<file path="src/rtl/period_meas_pkg.sv">
// Shared types for the period measurement controller: FSM states, the
// priority-ordered window events and the result record.
package period_meas_pkg;

  typedef enum logic [1:0] {
    IDLE    = 2'd0,
    ARM     = 2'd1,
    MEASURE = 2'd2,
    DONE    = 2'd3
  } state_t;

  // Events seen by an active window; a lower encoding wins when several
  // conditions are present in the same cycle.
  typedef enum logic [1:0] {
    EV_ABORT   = 2'd0,
    EV_TIMEOUT = 2'd1,
    EV_RISE    = 2'd2,
    EV_NONE    = 2'd3
  } event_t;

  localparam int PM_CNT_W = 16;

  typedef struct packed {
    logic [PM_CNT_W-1:0] period;
    logic [PM_CNT_W-1:0] min_p;
    logic [PM_CNT_W-1:0] max_p;
    logic                timeout;
  } period_result_t;

  // Resolve the window event. An edge arriving on the very cycle the counter
  // hits its limit is still a valid sample, so timeout needs "no rise".
  function automatic event_t pick_event(input logic abort_req,
                                        input logic at_limit,
                                        input logic rise);
    event_t ev;
    if (abort_req)
      ev = EV_ABORT;
    else if (at_limit && !rise)
      ev = EV_TIMEOUT;
    else if (rise)
      ev = EV_RISE;
    else
      ev = EV_NONE;
    return ev;
  endfunction

endpackage

</file>
<file path="src/rtl/period_meas_ctrl_rise_detect.sv">
// Registered rising-edge detector for a signal already synchronous to clk.
module rise_detect (
  input  logic clk,
  input  logic rst,
  input  logic sig_i,
  output logic rise_o
);

  logic sig_q;

  // Remember last cycle's level so a 0->1 step can be seen.
  always_ff @(posedge clk) begin
    if (rst)
      sig_q <= 1'b0;
    else
      sig_q <= sig_i;
  end

  assign rise_o = sig_i & ~sig_q;

endmodule

</file>
<file path="src/rtl/period_meas_ctrl.sv">
// Period measurement controller: counts clk cycles between rising edges of
// sig_in over a window of 2**N_LOG2 periods and reports avg/min/max.
module period_meas_ctrl
  import period_meas_pkg::*;
#(
  parameter int CNT_W   = 16,
  parameter int N_LOG2  = 2,
  parameter int TIMEOUT = 1000
) (
  input  logic             clk,
  input  logic             rst,
  input  logic             sig_in,
  input  logic             start,
  input  logic             abort,
  output logic             busy,
  output logic             done,
  output logic [CNT_W-1:0] period,
  output logic [CNT_W-1:0] min_period,
  output logic [CNT_W-1:0] max_period,
  output logic             timeout_err
);

  localparam int               ACC_W      = CNT_W + N_LOG2;
  localparam int               NS_W       = N_LOG2 + 1;
  localparam logic [NS_W-1:0]  NSAMP_FULL = NS_W'(1 << N_LOG2);
  localparam logic [CNT_W-1:0] CNT_LIMIT  = CNT_W'(TIMEOUT);

  state_t             state_q, state_d;
  logic [CNT_W-1:0]   cnt_q, cnt_d;
  logic [ACC_W-1:0]   acc_q, acc_d;
  logic [NS_W-1:0]    nsamp_q, nsamp_d;
  logic [CNT_W-1:0]   period_q, period_d;
  logic [CNT_W-1:0]   min_q, min_d;
  logic [CNT_W-1:0]   max_q, max_d;
  logic               tout_q, tout_d;

  logic               rise;
  event_t             ev;
  logic [ACC_W-1:0]   acc_next;
  logic [NS_W-1:0]    nsamp_next;
  logic [CNT_W-1:0]   avg_partial;
  logic [CNT_W-1:0]   avg_final;

  rise_detect u_rise (
    .clk    (clk),
    .rst    (rst),
    .sig_i  (sig_in),
    .rise_o (rise)
  );

  // cnt_q holds the current sample value on the cycle its closing edge arrives.
  assign acc_next    = acc_q + ACC_W'(cnt_q);
  assign nsamp_next  = nsamp_q + NS_W'(1);
  assign avg_partial = CNT_W'(acc_q >> N_LOG2);
  assign avg_final   = CNT_W'(acc_next >> N_LOG2);
  assign ev          = pick_event(abort, cnt_q == CNT_LIMIT, rise);

  // Next-state and datapath updates for the measurement window.
  always_comb begin
    state_d  = state_q;
    cnt_d    = cnt_q;
    acc_d    = acc_q;
    nsamp_d  = nsamp_q;
    period_d = period_q;
    min_d    = min_q;
    max_d    = max_q;
    tout_d   = tout_q;
    case (state_q)
      IDLE: begin
        // An edge coincident with start is dropped: rise is not looked at here.
        if (start) begin
          state_d = ARM;
          cnt_d   = '0;
          acc_d   = '0;
          nsamp_d = '0;
          tout_d  = 1'b0;
          min_d   = '1;
          max_d   = '0;
        end
      end
      ARM: begin
        case (ev)
          EV_ABORT:   state_d = IDLE;
          EV_TIMEOUT: begin
            tout_d   = 1'b1;
            period_d = avg_partial;
            state_d  = DONE;
          end
          EV_RISE: begin
            cnt_d   = CNT_W'(1);
            state_d = MEASURE;
          end
          default:    cnt_d = cnt_q + CNT_W'(1);
        endcase
      end
      MEASURE: begin
        case (ev)
          EV_ABORT:   state_d = IDLE;
          EV_TIMEOUT: begin
            tout_d   = 1'b1;
            period_d = avg_partial;
            state_d  = DONE;
          end
          EV_RISE: begin
            acc_d   = acc_next;
            nsamp_d = nsamp_next;
            cnt_d   = CNT_W'(1);
            if (cnt_q < min_q) min_d = cnt_q;
            if (cnt_q > max_q) max_d = cnt_q;
            if (nsamp_next == NSAMP_FULL) begin
              period_d = avg_final;
              state_d  = DONE;
            end
          end
          default:    cnt_d = cnt_q + CNT_W'(1);
        endcase
      end
      DONE:    state_d = IDLE;
      default: state_d = IDLE;
    endcase
  end

  // State and result registers with synchronous reset.
  always_ff @(posedge clk) begin
    if (rst) begin
      state_q  <= IDLE;
      cnt_q    <= '0;
      acc_q    <= '0;
      nsamp_q  <= '0;
      period_q <= '0;
      min_q    <= '0;
      max_q    <= '0;
      tout_q   <= 1'b0;
    end else begin
      state_q  <= state_d;
      cnt_q    <= cnt_d;
      acc_q    <= acc_d;
      nsamp_q  <= nsamp_d;
      period_q <= period_d;
      min_q    <= min_d;
      max_q    <= max_d;
      tout_q   <= tout_d;
    end
  end

  assign busy        = (state_q != IDLE);
  assign done        = (state_q == DONE);
  assign period      = period_q;
  assign min_period  = min_q;
  assign max_period  = max_q;
  assign timeout_err = tout_q;

endmodule
</file>
<file path="config.mk">
export PLATFORM = sky130hd
export DESIGN_NAME = period_meas_ctrl
export DESIGN_NICKNAME = d
export VERILOG_FILES = /design/src/rtl/period_meas_pkg.sv /design/src/rtl/period_meas_ctrl_rise_detect.sv /design/src/rtl/period_meas_ctrl.sv
export SDC_FILE = /design/constraint.sdc
export NUM_CORES = 1
export LEC_CHECK = 0
export CAP_MARGIN = 40
export CORE_MARGIN = 5
export CORE_UTILIZATION = 63
export DETAILED_ROUTE_END_ITERATION = 16
export PLACE_DENSITY = 0.85
export SYNTH_ARGS = -nofsm -noshare
export SYNTH_HDL_FRONTEND = slang
export SYNTH_HIERARCHICAL = 1
export SYNTH_SLANG_ARGS = --single-unit
</file>
<file path="constraint.sdc">
create_clock -name clk -period 4.69 [get_ports clk]
set_clock_uncertainty 0.15 [all_clocks]
set_input_delay 0.469 -clock clk [delete_from_list [all_inputs] [get_ports clk]]
set_output_delay 0.469 -clock clk [all_outputs]
set_load 0.05 [all_outputs]
</file>
Word-level counts from Yosys, hierarchy flattened
Cells that the tools add are included.
- flip-flop bits (word level): 89
- bits of input ports: 5
- output and inout bits: 51
- logic and storage cells: 82
- add/sub/neg operators: 3
- magnitude comparators: 2
- equality and inequality tests: 18
- muxes and demuxes: 31
- bitwise logic cells: 2
- reductions and logical operators: 17
- operators with widths (kind ; number):
    16-bit case mux with 2 select lines ; 6
    16-bit two-way mux ; 8
    18-bit two-way mux ; 2
    18-bit case mux with 2 select lines ; 1
    18-bit by 16-bit adder with 18-bit output ; 1
    16-bit by 1-bit adder with 16-bit output, second input constant ; 1
    16-bit by 10-bit == test with 1-bit output, second input constant ; 1
    16-bit greater-than comparator ; 1
    16-bit less-than comparator ; 1
    4-bit AND reduction ; 4
    2-bit != test, second input constant ; 6
    2-bit case mux with 3 select lines ; 2
    3-bit AND reduction ; 3
    2-bit two-way mux ; 4
    2-bit case mux with 4 select lines ; 1
    2-bit nonzero test ; 4
    2-bit == test, second input constant ; 3
    3-bit two-way mux ; 2
    3-bit case mux with 2 select lines ; 1
    2-bit by 1-bit == test with 1-bit output, second input constant ; 2
    2-bit logical NOT ; 2
    4-bit by 2-bit != test with 1-bit output, second input constant ; 1
    4-bit != test, second input constant ; 1
    2-bit OR reduction ; 2
    11 further kinds ; 13

Longest topological paths before layout
Gate-level depths: netlist of the first run.
- depth in word-level cells: 10
- depth in mapped cells: 9
- gate-level depth less buffers: 9

By module
The synthesis of the first run kept the hierarchy.
- modules (own cells, without submodules) (module ; instances ; cells an instance ; area an instance (µm²) ; seq. area each (µm²)):
    period_meas_ctrl ; 1 ; 688 ; 5736.8 ; 1761.7
    rise_detect ; 1 ; 3 ; 47.5 ; 20.0

Worst setup path before layout of the first run
Ideal clock, no wire load.
- path kind: flip-flop to flip-flop
- from: register max_q[1] (netlist: max_period[1])
- to: register max_q[10] (netlist: max_period[10])
- setup time: 87 ps
- data arrival time: 2545 ps
- path slack: 1908 ps
- stages on the path, launching flop included: 10
- buffers on the path: 1
- period minus slack after synthesis: 2782 ps
- cell sequence: dfxtp_1 -> inv_1 -> ha_1 -> nor2b_1 -> o211ai_1 -> a2111oi_0 -> a211oi_2 -> clkbuf_1 -> or4_1 -> o31ai_1
- cells in the longest elaborated chain, start to end: 3
- ends and longest elaborated chain (what ; line ; text):
    start: declaration ; period_meas_ctrl.sv:34 ; logic [CNT_W-1:0] max_q, max_d;
    start signal: assignment ; period_meas_ctrl.sv:141 ; max_q <= max_d;
    16-bit greater-than comparator ; period_meas_ctrl.sv:109 ; if (cnt_q > max_q) max_d = cnt_q;
    2-bit != test (no source line) ; n/a ;
    4-bit AND reduction (no source line) ; n/a ;
No other way between the ends.
A chain may end at the register's enable or synchronous reset.

Worst setup path after layout of the first run
- from: register cnt_q[0]
- to: register period_q[12] (netlist: period[12])
- cells in the longest elaborated chain, start to end: 7
- elaborated cells on any way between the ends: 14
- those cells by class: add/sub (1); eq/ne (6); mux (5); reduce/logical (2)
- ends and longest elaborated chain (what ; line ; text):
    start: declaration ; period_meas_ctrl.sv:29 ; logic [CNT_W-1:0] cnt_q, cnt_d;
    start signal: assignment ; period_meas_ctrl.sv:136 ; cnt_q <= cnt_d;
    branches (longest 7 deep; another with 18-bit by 16-bit adder with 18-bit output) ; n/a ;
    end signal: assignment ; period_meas_ctrl.sv:139 ; period_q <= period_d;
    end: declaration ; period_meas_ctrl.sv:32 ; logic [CNT_W-1:0] period_q, period_d;
Parallel ways; which one is timed is not known. The select of a mux whose other input is x is not followed.

==> impl_metrics.env, run 1 <==
export IMPL_status="finished clean"
export IMPL_fmax_mhz=307
export IMPL_layout_drive_gt1_share_pct=6.44
export IMPL_async_flop_share_pct=0
export IMPL_clock_latency_ns=0.35
export IMPL_r2r_slack_ns=1.44
export IMPL_gr_total_overflow=0
export IMPL_ys_ff_latch=89
export IMPL_via_per_inst=6.42
export IMPL_critPathLaunchType="flop"
export IMPL_power_w=0.00171
export IMPL_dp_cells=825
export IMPL_finalMaxSlewViolations=0
export IMPL_fp_row_count=35
export IMPL_multi_input_area_mm2=0.00368
export IMPL_cts_setup_buffers=0
export IMPL_cts_clk_slew_worst_paths_ns=0.09
export IMPL_reg2reg_depth=9
export IMPL_syn_instance_count=691
export IMPL_clockBufferDepth=2
export IMPL_cts_buffers=9
export IMPL_yosysWarningCount=6
export IMPL_vias=5403
export IMPL_finalSetupTns_ns=0
export IMPL_start_util_pct=63.5
export IMPL_num_antenna_cells=0
export IMPL_grt_start_max_net_pins=75
export IMPL_powerDensity_mw_per_mm2=262
export IMPL_totalWireLength_um=15800
export IMPL_wl_per_cell_um=18.8
export IMPL_path_class="reg -> reg"
export IMPL_yosysUniqueCellTypes=68
export IMPL_hold_ws_ns=0.312
export IMPL_dieArea_mm2=0.0112
export IMPL_synth_edff_count=0
export IMPL_leakage_nw=2.62
export IMPL_cts_sinks=89
export IMPL_period_minus_slack_ns=3.25
export IMPL_ys_dominant_reg_cell="dfxtp_1"
export IMPL_core_area_mm2=0.00911
export IMPL_area_growth_syn_to_layout_pct=12.9
export IMPL_rsz0062_at_grt="no"
export IMPL_final_cell_mix="89 x dfxtp_1, 68 x nand2_1, 55 x ha_1, 54 x clkdlybuf4s50_1, 46 x nor2_1"
export IMPL_synth_area_mm2=0.00578
export IMPL_synthesis_nets=752
export IMPL_root_buffer="clkbuf_8"
export IMPL_synth_avg_cell_area_um2=8.37
export IMPL_grt_antenna_before_repair=0
export IMPL_htreeDepth=3
export IMPL_fill_cells=684
export IMPL_track_usage_pct=28.3
export IMPL_cp_max_fo=8
export IMPL_cts_hold_buf=0
export IMPL_fin_crit_sh_pct=69.3
export IMPL_crit_arrival_ns=3.30
export IMPL_fp_dieH_um=106
export IMPL_r2r_start="cnt_q[0]$_SDFFE_PP0P_"
export IMPL_ctsResizeCount=0
export IMPL_rr_endpoint="period[12]$_SDFFE_PP0P_"
export IMPL_cts_tree="done"
export IMPL_drc=0
export IMPL_grt_pass1_wl_um=25800
export IMPL_regArea_mm2=0.00178
export IMPL_min_to="acc_q[0]$_SDFFE_PP0P_"
export IMPL_maxSlewHeadroom_pct=36.4
export IMPL_cp_required_ns=4.74
export IMPL_finalNonFillerCells=841
export IMPL_final_nets=786
export IMPL_drtIter0Drc=381
export IMPL_hold_path_depth=2
export IMPL_dp_hpwl_um=11000
export IMPL_die_x_um=106
export IMPL_min_delay_path_class="reg -> reg"
export IMPL_worst_pin_slew_ns=0.930
export IMPL_endpoint_kind="flop"
export IMPL_gp_congestion=0.884
export IMPL_grt_pass1_vias=5335
export IMPL_final_setup_viol_count=0
export IMPL_vdd_drop_max_uv=147
export IMPL_maxCapViolCount=0
export IMPL_final_common_cell="dfxtp_1"
export IMPL_seq_area_frac_synth_pct=30.8
export IMPL_fin_util_pct=71.7
export IMPL_drtAntennaViolNets=0
export IMPL_timing_final_hold_violations=0
export IMPL_io_pin_count=56
export IMPL_port_buffers=55
export IMPL_hp_start="acc_q[0]$_SDFFE_PP0P_"
export IMPL_dr_pass1_iters=7
## worst max-delay path by stage
stage | startpoint | slack [ns] | endpoint | cells past startpoint
3_3_place_gp | sig_in | 1.36 | max_period[3]$_SDFFE_PP0P_ | 7
5_1_grt | cnt_q[0]$_SDFFE_PP0P_ | 1.31 | period[12]$_SDFFE_PP0P_ | 9
6_report | cnt_q[0]$_SDFFE_PP0P_ | 1.44 | period[12]$_SDFFE_PP0P_ | 9
2_1_floorplan | max_period[1]$_SDFFE_PP0P_ | 1.91 | max_period[10]$_SDFFE_PP0P_ | 9
3_5_place_dp | sig_in | 1.27 | min_period[2]$_SDFFE_PP0P_ | 8
4_1_cts | cnt_q[0]$_SDFFE_PP0P_ | 1.55 | period[12]$_SDFFE_PP0P_ | 9
## per-stage QoR
stage / area, µm² / worst slack (ns)
6_report: 6530 / 1.44
5_1_grt: 6530 / 1.31
4_1_cts: 6530 / 1.55
3_5_place_dp: 6360 / 1.27
3_3_place_gp: 6350 / 1.36
2_1_floorplan: 5780 / 1.91
## area by class of cell
type,instances,area share (%)
clock inverter,5,0.479
tap,111,2.13
inverter,42,2.41
clock buffer,11,2.16
timing repair buffer,62,9.16
multi-input combinational,521,56.4
sequential,89,27.3
## state kept, by name, indices dropped and copies added (netlist names)
name,count
min_period,16
state_q,2
cnt_q,16
acc_q,18
max_period,16
period,16
timeout_err,1
nsamp_q,3
u_rise/sig_q,1
## routing by layer
| metal | vias to the layer above | wire (µm) | global-route usage (%) |
|---|---|---|---|
| met5 | - | 0 | 0 |
| met2 | 221 | 7470 | 46.2 |
| met3 | 30 | 1080 | 3.92 |
| li1 | 2615 | - | - |
| met1 | 2537 | 6820 | 37.3 |
| met4 | 0 | 404 | 12.6 |
## synthesized netlist by cell type (3+ instances only)
cell type	count	area (µm²)
a21bo_2	3	30.0
and3_1	9	56.3
nor3b_1	3	22.5
a22oi_1	6	45.0
or3_1	5	31.3
nor3_1	3	15.0
clkbuf_1	32	120
a21oi_1	44	220
nor4b_1	4	35.0
o22ai_1	3	18.8
a221oi_2	10	150
o211ai_1	9	67.6
nand4_1	8	50.1
a311oi_1	5	43.8
dfxtp_1	89	1780
ha_1	55	688
nand3b_1	3	22.5
a211o_1	4	35.0
or4_1	16	120
inv_1	42	158
nor2_1	46	173
nand2_1	68	255
nand3_1	22	110
nand2b_1	6	37.5
and4_1	6	52.6
o21ai_0	32	160
nor2b_1	25	156
a21o_1	12	90.1
a211oi_1	5	37.5
o21a_1	10	75.1
a221oi_1	8	70.1
buf_2	4	20.0
and2_1	3	18.8
xnor2_1	14	123
o31ai_1	18	135
mux2i_1	4	40.0
a31oi_1	10	62.6
xor2_1	6	52.6
## critical path: stages, from the launching register on
cell and delay [ns]:
dfxtp_1 0.51, ha_1 0.26, inv_1 0.07, fa_1 0.41, nor2b_1 0.25, o31ai_1 0.13
a2111oi_0 0.82, mux2i_1 0.20, o21ai_0 0.21, a31oi_1 0.10
## where the power goes
group | switching [W] | internal, W | total [W]
clock network | 0.000285 | 0.000206 | 0.000491
registers | 0.0000218 | 0.000790 | 0.000812
logic | 0.000282 | 0.000124 | 0.000407
total | 0.000590 | 0.00112 | 0.00171
## logic make-up after synthesis
group,share of synthesized area [%]
AOI/OAI and AO/OA,26.3
xor gates and xnor gates,3.03
adders and majority gates,12.2
buffers and inverters,5.54
DFF,30.8
muxes,0.692
and+or+nand+nor,21.4
(Power assumes the default switching activity.)
==> inputs of run 2 (changes only) <==
- CORE_UTILIZATION: 63 -> 53
- PLACE_DENSITY: 0.85 -> 0.76
- clock period: 4.69 -> 2.95 ns (I/O delays scaled with it)
==> impl_metrics.env, run 2 (synthesized netlist as in run 1, its figures left out) <==
export IMPL_status="finished clean"
export IMPL_leakage_nw=2.79
export IMPL_io_pin_count=56
export IMPL_grt_pass1_wl_um=26600
export IMPL_drc=0
export IMPL_crit_chain="ha_1 -> inv_1 -> fa_1 -> nor2b_1 -> o31ai_1 -> a2111oi_2 -> buf_4 -> mux2i_1 -> o21ai_0 -> a31oi_1"
export IMPL_htreeDepth=3
export IMPL_dieArea_mm2=0.0131
export IMPL_path_depth=10
export IMPL_hp_start="rst"
export IMPL_largest_reg_flops=18
export IMPL_vias=5576
export IMPL_root_buffer="clkbuf_8"
export IMPL_final_cell_mix="89 x dfxtp_1, 68 x nand2_1, 55 x ha_1, 54 x clkdlybuf4s50_1, 46 x nor2_1"
export IMPL_fill_cells=959
export IMPL_final_common_cell="dfxtp_1"
export IMPL_worst_pin_slew_ns=0.830
export IMPL_start_util_pct=53.8
export IMPL_cts_buffers=9
export IMPL_gp_congestion=0.944
export IMPL_maxCapViolCount=0
export IMPL_power_internal_w=0.00178
export IMPL_fp_row_count=38
export IMPL_cts_clk_slew_worst_paths_ns=0.09
export IMPL_powerDensity_mw_per_mm2=401
export IMPL_port_buffers=55
export IMPL_vdd_drop_max_uv=266
export IMPL_p_sw_share_pct=35.1
export IMPL_path_class="reg -> reg"
export IMPL_wl_per_cell_um=18.3
export IMPL_fp_dieH_um=114
export IMPL_seqPwrFrac_pct=47.0
export IMPL_grt_pass1_vias=5265
export IMPL_regArea_mm2=0.00178
export IMPL_reg2reg_depth=10
export IMPL_timing_final_hold_violations=0
export IMPL_period_minus_slack_ns=2.76
export IMPL_die_x_um=114
export IMPL_critPathLaunchType="flop"
export IMPL_grt_start_max_net_pins=75
export IMPL_cts_tree="done"
export IMPL_final_nets=819
export IMPL_endpoint_kind="flop"
export IMPL_rsz0062_at_grt="no"
export IMPL_pwr_share_clk_pct=28.3
export IMPL_fmax_mhz=362
export IMPL_multi_input_area_mm2=0.00370
export IMPL_min_delay_path_class="in -> reg"
export IMPL_cts_sinks=89
export IMPL_dr_pass1_iters=5
export IMPL_gr_total_overflow=0
export IMPL_final_setup_viol_count=0
export IMPL_crit_family="compound AO/OA/AOI/OAI gates"
export IMPL_cp_required_ns=3.10
export IMPL_clock_latency_ns=0.39
export IMPL_core_area_mm2=0.0107
export IMPL_fin_util_pct=63.7
export IMPL_drtIter0Drc=345
export IMPL_layout_drive_gt1_share_pct=10.8
export IMPL_largest_register="acc_q"
export IMPL_power_w=0.00274
export IMPL_clockBufferDepth=2
export IMPL_post_route_cell_area_mm2=0.00684
export IMPL_path_buf_inv=2
export IMPL_finalMaxSlewViolations=0
export IMPL_finalSetupTns_ns=0
export IMPL_hold_path_depth=5
export IMPL_maxSlewHeadroom_pct=43.2
export IMPL_num_antenna_cells=0
export IMPL_totalWireLength_um=16500
export IMPL_r2r_slack_ns=0.19
export IMPL_r2r_start="cnt_q[0]$_SDFFE_PP0P_"
export IMPL_crit_arrival_ns=2.91
export IMPL_crit_path_top_delay_cell="dfxtp_1"
export IMPL_min_to="period[9]$_SDFFE_PP0P_"
export IMPL_cp_max_fo=4
export IMPL_switchingPower_w=0.000962
export IMPL_fin_crit_sh_pct=93.7
export IMPL_rr_endpoint="period[12]$_SDFFE_PP0P_"
export IMPL_track_usage_pct=25.6
export IMPL_critical_path_max_stage_delay_ns=0.41
export IMPL_p_comb_share_pct=24.7
export IMPL_area_growth_syn_to_layout_pct=18.3
export IMPL_via_per_inst=6.18
export IMPL_drtAntennaViolNets=0
export IMPL_postPlaceCellArea_mm2=0.00666
export IMPL_hold_ws_ns=0.274
export IMPL_dp_hpwl_um=12300
export IMPL_grt_antenna_before_repair=0
run 2: cell count changes in the layout (fill, tap and decap cells not counted), sizes merged:
cell,previous run,this run
clkbuf,11,9
buf,8,41
inv,42,43
run 2: layout make-up:
cell class                 count  area share [%]
sequential                    89            26.0
multi-input combinational    521            54.1
timing repair buffer          95            12.5
clock buffer                   9            1.81
tap                          140            2.56
clock inverter                 6           0.640
inverter                      42            2.30
run 2: worst min-delay path: stages:
cell and delay, ns:
buf_2 0.09, inv_1 0.03, buf_4 0.20, o21ai_0 0.10
a21oi_1 0.04
run 2: repair_timing:
action,CTS,global route
hold buffers,0,0
pin swaps,0,0
gates resized for setup,1,3
setup endpoints to repair,1,16
setup buffers,0,0
run 2: worst max-delay path by stage:
stage | endpoint | slack, ns | startpoint
after floorplan | max_period[10]$_SDFFE_PP0P_ | 0.17 | max_period[1]$_SDFFE_PP0P_
final | period[12]$_SDFFE_PP0P_ | 0.19 | cnt_q[0]$_SDFFE_PP0P_
after CTS | period[12]$_SDFFE_PP0P_ | 0.09 | cnt_q[0]$_SDFFE_PP0P_
after global placement | cnt_q[9]$_SDFFE_PP0P_ | 0.01 | sig_in
after detailed placement | cnt_q[9]$_SDFFE_PP0P_ | -0.05 | sig_in
after global routing | period[8]$_SDFFE_PP0P_ | 0.0007 | cnt_q[7]$_SDFFE_PP0P_
run 2: metal layers:
metal,wire (µm),global-route usage [%]
met3,1180,4.60
met1,7320,33.9
met5,0,0
met4,507,11.4
met2,7470,40.5
run 2: power by group through the flow:
stage | clock network [W] | logic [W] | registers [W]
floorplan | 0 | 0.000293 | 0.00149
global placement | 0 | 0.000665 | 0.00131
detailed placement | 0 | 0.000674 | 0.00132
CTS | 0.000789 | 0.000676 | 0.00129
global route | 0.000829 | 0.000725 | 0.00130
finish | 0.000777 | 0.000679 | 0.00129
run 2: metrics by stage:
step	std cells	worst slack, ns
after floorplan	691	0.168
after global placement	887	0.0118
after detailed placement	887	-0.0533
after CTS	902	0.0906
after global routing	902	0.000718
final	902	0.187
==> inputs of run 3 (changes only) <==
- CORE_UTILIZATION: 53 -> 30
- PLACE_DENSITY: 0.76 -> 0.47
- SLEW_MARGIN: unset -> 5
==> impl_metrics.env, run 3 (synthesized netlist as in run 1, its figures left out) <==
export IMPL_gp_congestion=0.854
export IMPL_cts_tree="done"
export IMPL_gr_total_overflow=0
export IMPL_fin_crit_sh_pct=93.5
export IMPL_final_cell_mix="89 x dfxtp_1, 68 x nand2_1, 55 x ha_1, 54 x clkdlybuf4s50_1, 46 x nor2_1"
export IMPL_core_area_mm2=0.0188
export IMPL_fp_dieH_um=149
export IMPL_status="finished clean"
export IMPL_fin_util_pct=38.3
export IMPL_powerDensity_mw_per_mm2=465
export IMPL_drc=0
export IMPL_endpoint_kind="flop"
export IMPL_largest_reg_flops=18
export IMPL_largest_register="acc_q"
export IMPL_critPathLaunchType="flop"
export IMPL_maxSlewHeadroom_pct=42.7
export IMPL_wl_per_cell_um=18.3
export IMPL_final_setup_viol_count=0
export IMPL_reg2reg_depth=10
export IMPL_p_comb_share_pct=21.0
export IMPL_hold_ws_ns=0.307
export IMPL_fmax_mhz=363
export IMPL_switchingPower_w=0.00102
export IMPL_track_usage_pct=17.6
export IMPL_pwr_share_clk_pct=40.6
export IMPL_drtIter0Drc=377
export IMPL_grt_start_max_net_pins=75
export IMPL_clock_latency_ns=0.35
export IMPL_drtAntennaViolNets=0
export IMPL_maxCapViolCount=0
export IMPL_vdd_drop_max_uv=329
export IMPL_seqPwrFrac_pct=38.4
export IMPL_grt_pass1_vias=5493
export IMPL_finalMaxSlewViolations=0
export IMPL_hold_path_depth=2
export IMPL_root_buffer="clkbuf_16"
export IMPL_grt_pass1_wl_um=30700
export IMPL_dieArea_mm2=0.0222
export IMPL_cts_setup_buffers=0
export IMPL_fp_row_count=50
export IMPL_num_antenna_cells=0
export IMPL_cp_required_ns=3.08
export IMPL_totalWireLength_um=18900
export IMPL_clockBufferDepth=2
export IMPL_area_growth_syn_to_layout_pct=24.8
export IMPL_cts_clk_slew_worst_paths_ns=0.07
export IMPL_min_delay_path_class="reg -> reg"
export IMPL_power_internal_w=0.00234
export IMPL_p_sw_share_pct=30.4
export IMPL_rsz0062_at_grt="yes"
export IMPL_worst_pin_slew_ns=0.860
export IMPL_port_buffers=55
export IMPL_vias=5487
export IMPL_via_per_inst=5.33
export IMPL_layout_drive_gt1_share_pct=11.4
export IMPL_path_class="reg -> reg"
export IMPL_cts_sinks=89
export IMPL_die_x_um=149
export IMPL_dr_pass1_iters=6
export IMPL_final_nets=826
export IMPL_io_pin_count=56
export IMPL_cts_buffers=9
export IMPL_cp_max_fo=4
export IMPL_crit_arrival_ns=2.89
export IMPL_grt_antenna_before_repair=0
export IMPL_timing_final_hold_violations=0
export IMPL_start_util_pct=30.7
export IMPL_final_common_cell="dfxtp_1"
export IMPL_leakage_nw=2.91
export IMPL_htreeDepth=3
export IMPL_period_minus_slack_ns=2.76
export IMPL_dp_hpwl_um=14000
-- run 3: through the flow --
step           setup WS [ns]  instances  cell area [µm²]  power [W]  setup TNS [ns]
6_report               0.193       1030             7220    0.00336               0
5_1_grt              -0.0223       1030             7220    0.00350         -0.0223
4_1_cts                0.141       1030             7220    0.00340               0
3_5_place_dp          0.0350       1014             6870    0.00203               0
3_3_place_gp          0.0643       1013             6860    0.00202               0
2_1_floorplan          0.168        691             5780    0.00178               0
-- run 3: timing repair --
item / 4_1_cts / 5_1_grt
resized for setup: 0 / 2
endpoints found under the setup margin: 0 / 3
hold buffers: 0 / 0
-- run 3: power groups by stage --
stage / sequential (W) / clock (W) / combinational (W)
detailed placement: 0.00132 / 0 / 0.000707
global route: 0.00130 / 0.00145 / 0.000754
floorplan: 0.00149 / 0 / 0.000293
finish: 0.00129 / 0.00136 / 0.000704
global placement: 0.00132 / 0 / 0.000701
CTS: 0.00129 / 0.00140 / 0.000710
-- run 3: worst paths after layout --
check	from	to	slack (ns)
worst max register to register	cnt_q[0]$_SDFFE_PP0P_	period[12]$_SDFFE_PP0P_	0.19
worst min-delay path	acc_q[0]$_SDFFE_PP0P_	acc_q[0]$_SDFFE_PP0P_	0.31
worst max-delay path	cnt_q[0]$_SDFFE_PP0P_	period[12]$_SDFFE_PP0P_	0.19
worst min register to register	acc_q[0]$_SDFFE_PP0P_	acc_q[0]$_SDFFE_PP0P_	0.31
-- run 3: layout make-up --
class                           instances  area (µm²)
Timing Repair Buffer                  102         923
Sequential cell                        89        1780
Tap cell                              260         325
Clock buffer                           11         243
Multi-Input combinational cell        521        3690
Inverter                               42         158
Fill cell                            1946       11600
Clock inverter                          5         103
-- run 3: worst max-delay path: stages, from the launching register on --
cell       delay [ns]
dfxtp_1          0.42
ha_1             0.23
inv_1            0.07
fa_1             0.41
nor2b_1          0.22
o31ai_1          0.12
a2111oi_1        0.39
buf_4            0.19
mux2i_1          0.20
o21ai_0          0.11
a31oi_1          0.17
-- run 3: layer usage --
metal	part of all wire, %	track usage (%)
met5	0	0
met4	2.2	5.40
met3	5.0	3.86
met2	45	28.1
met1	48	23.9
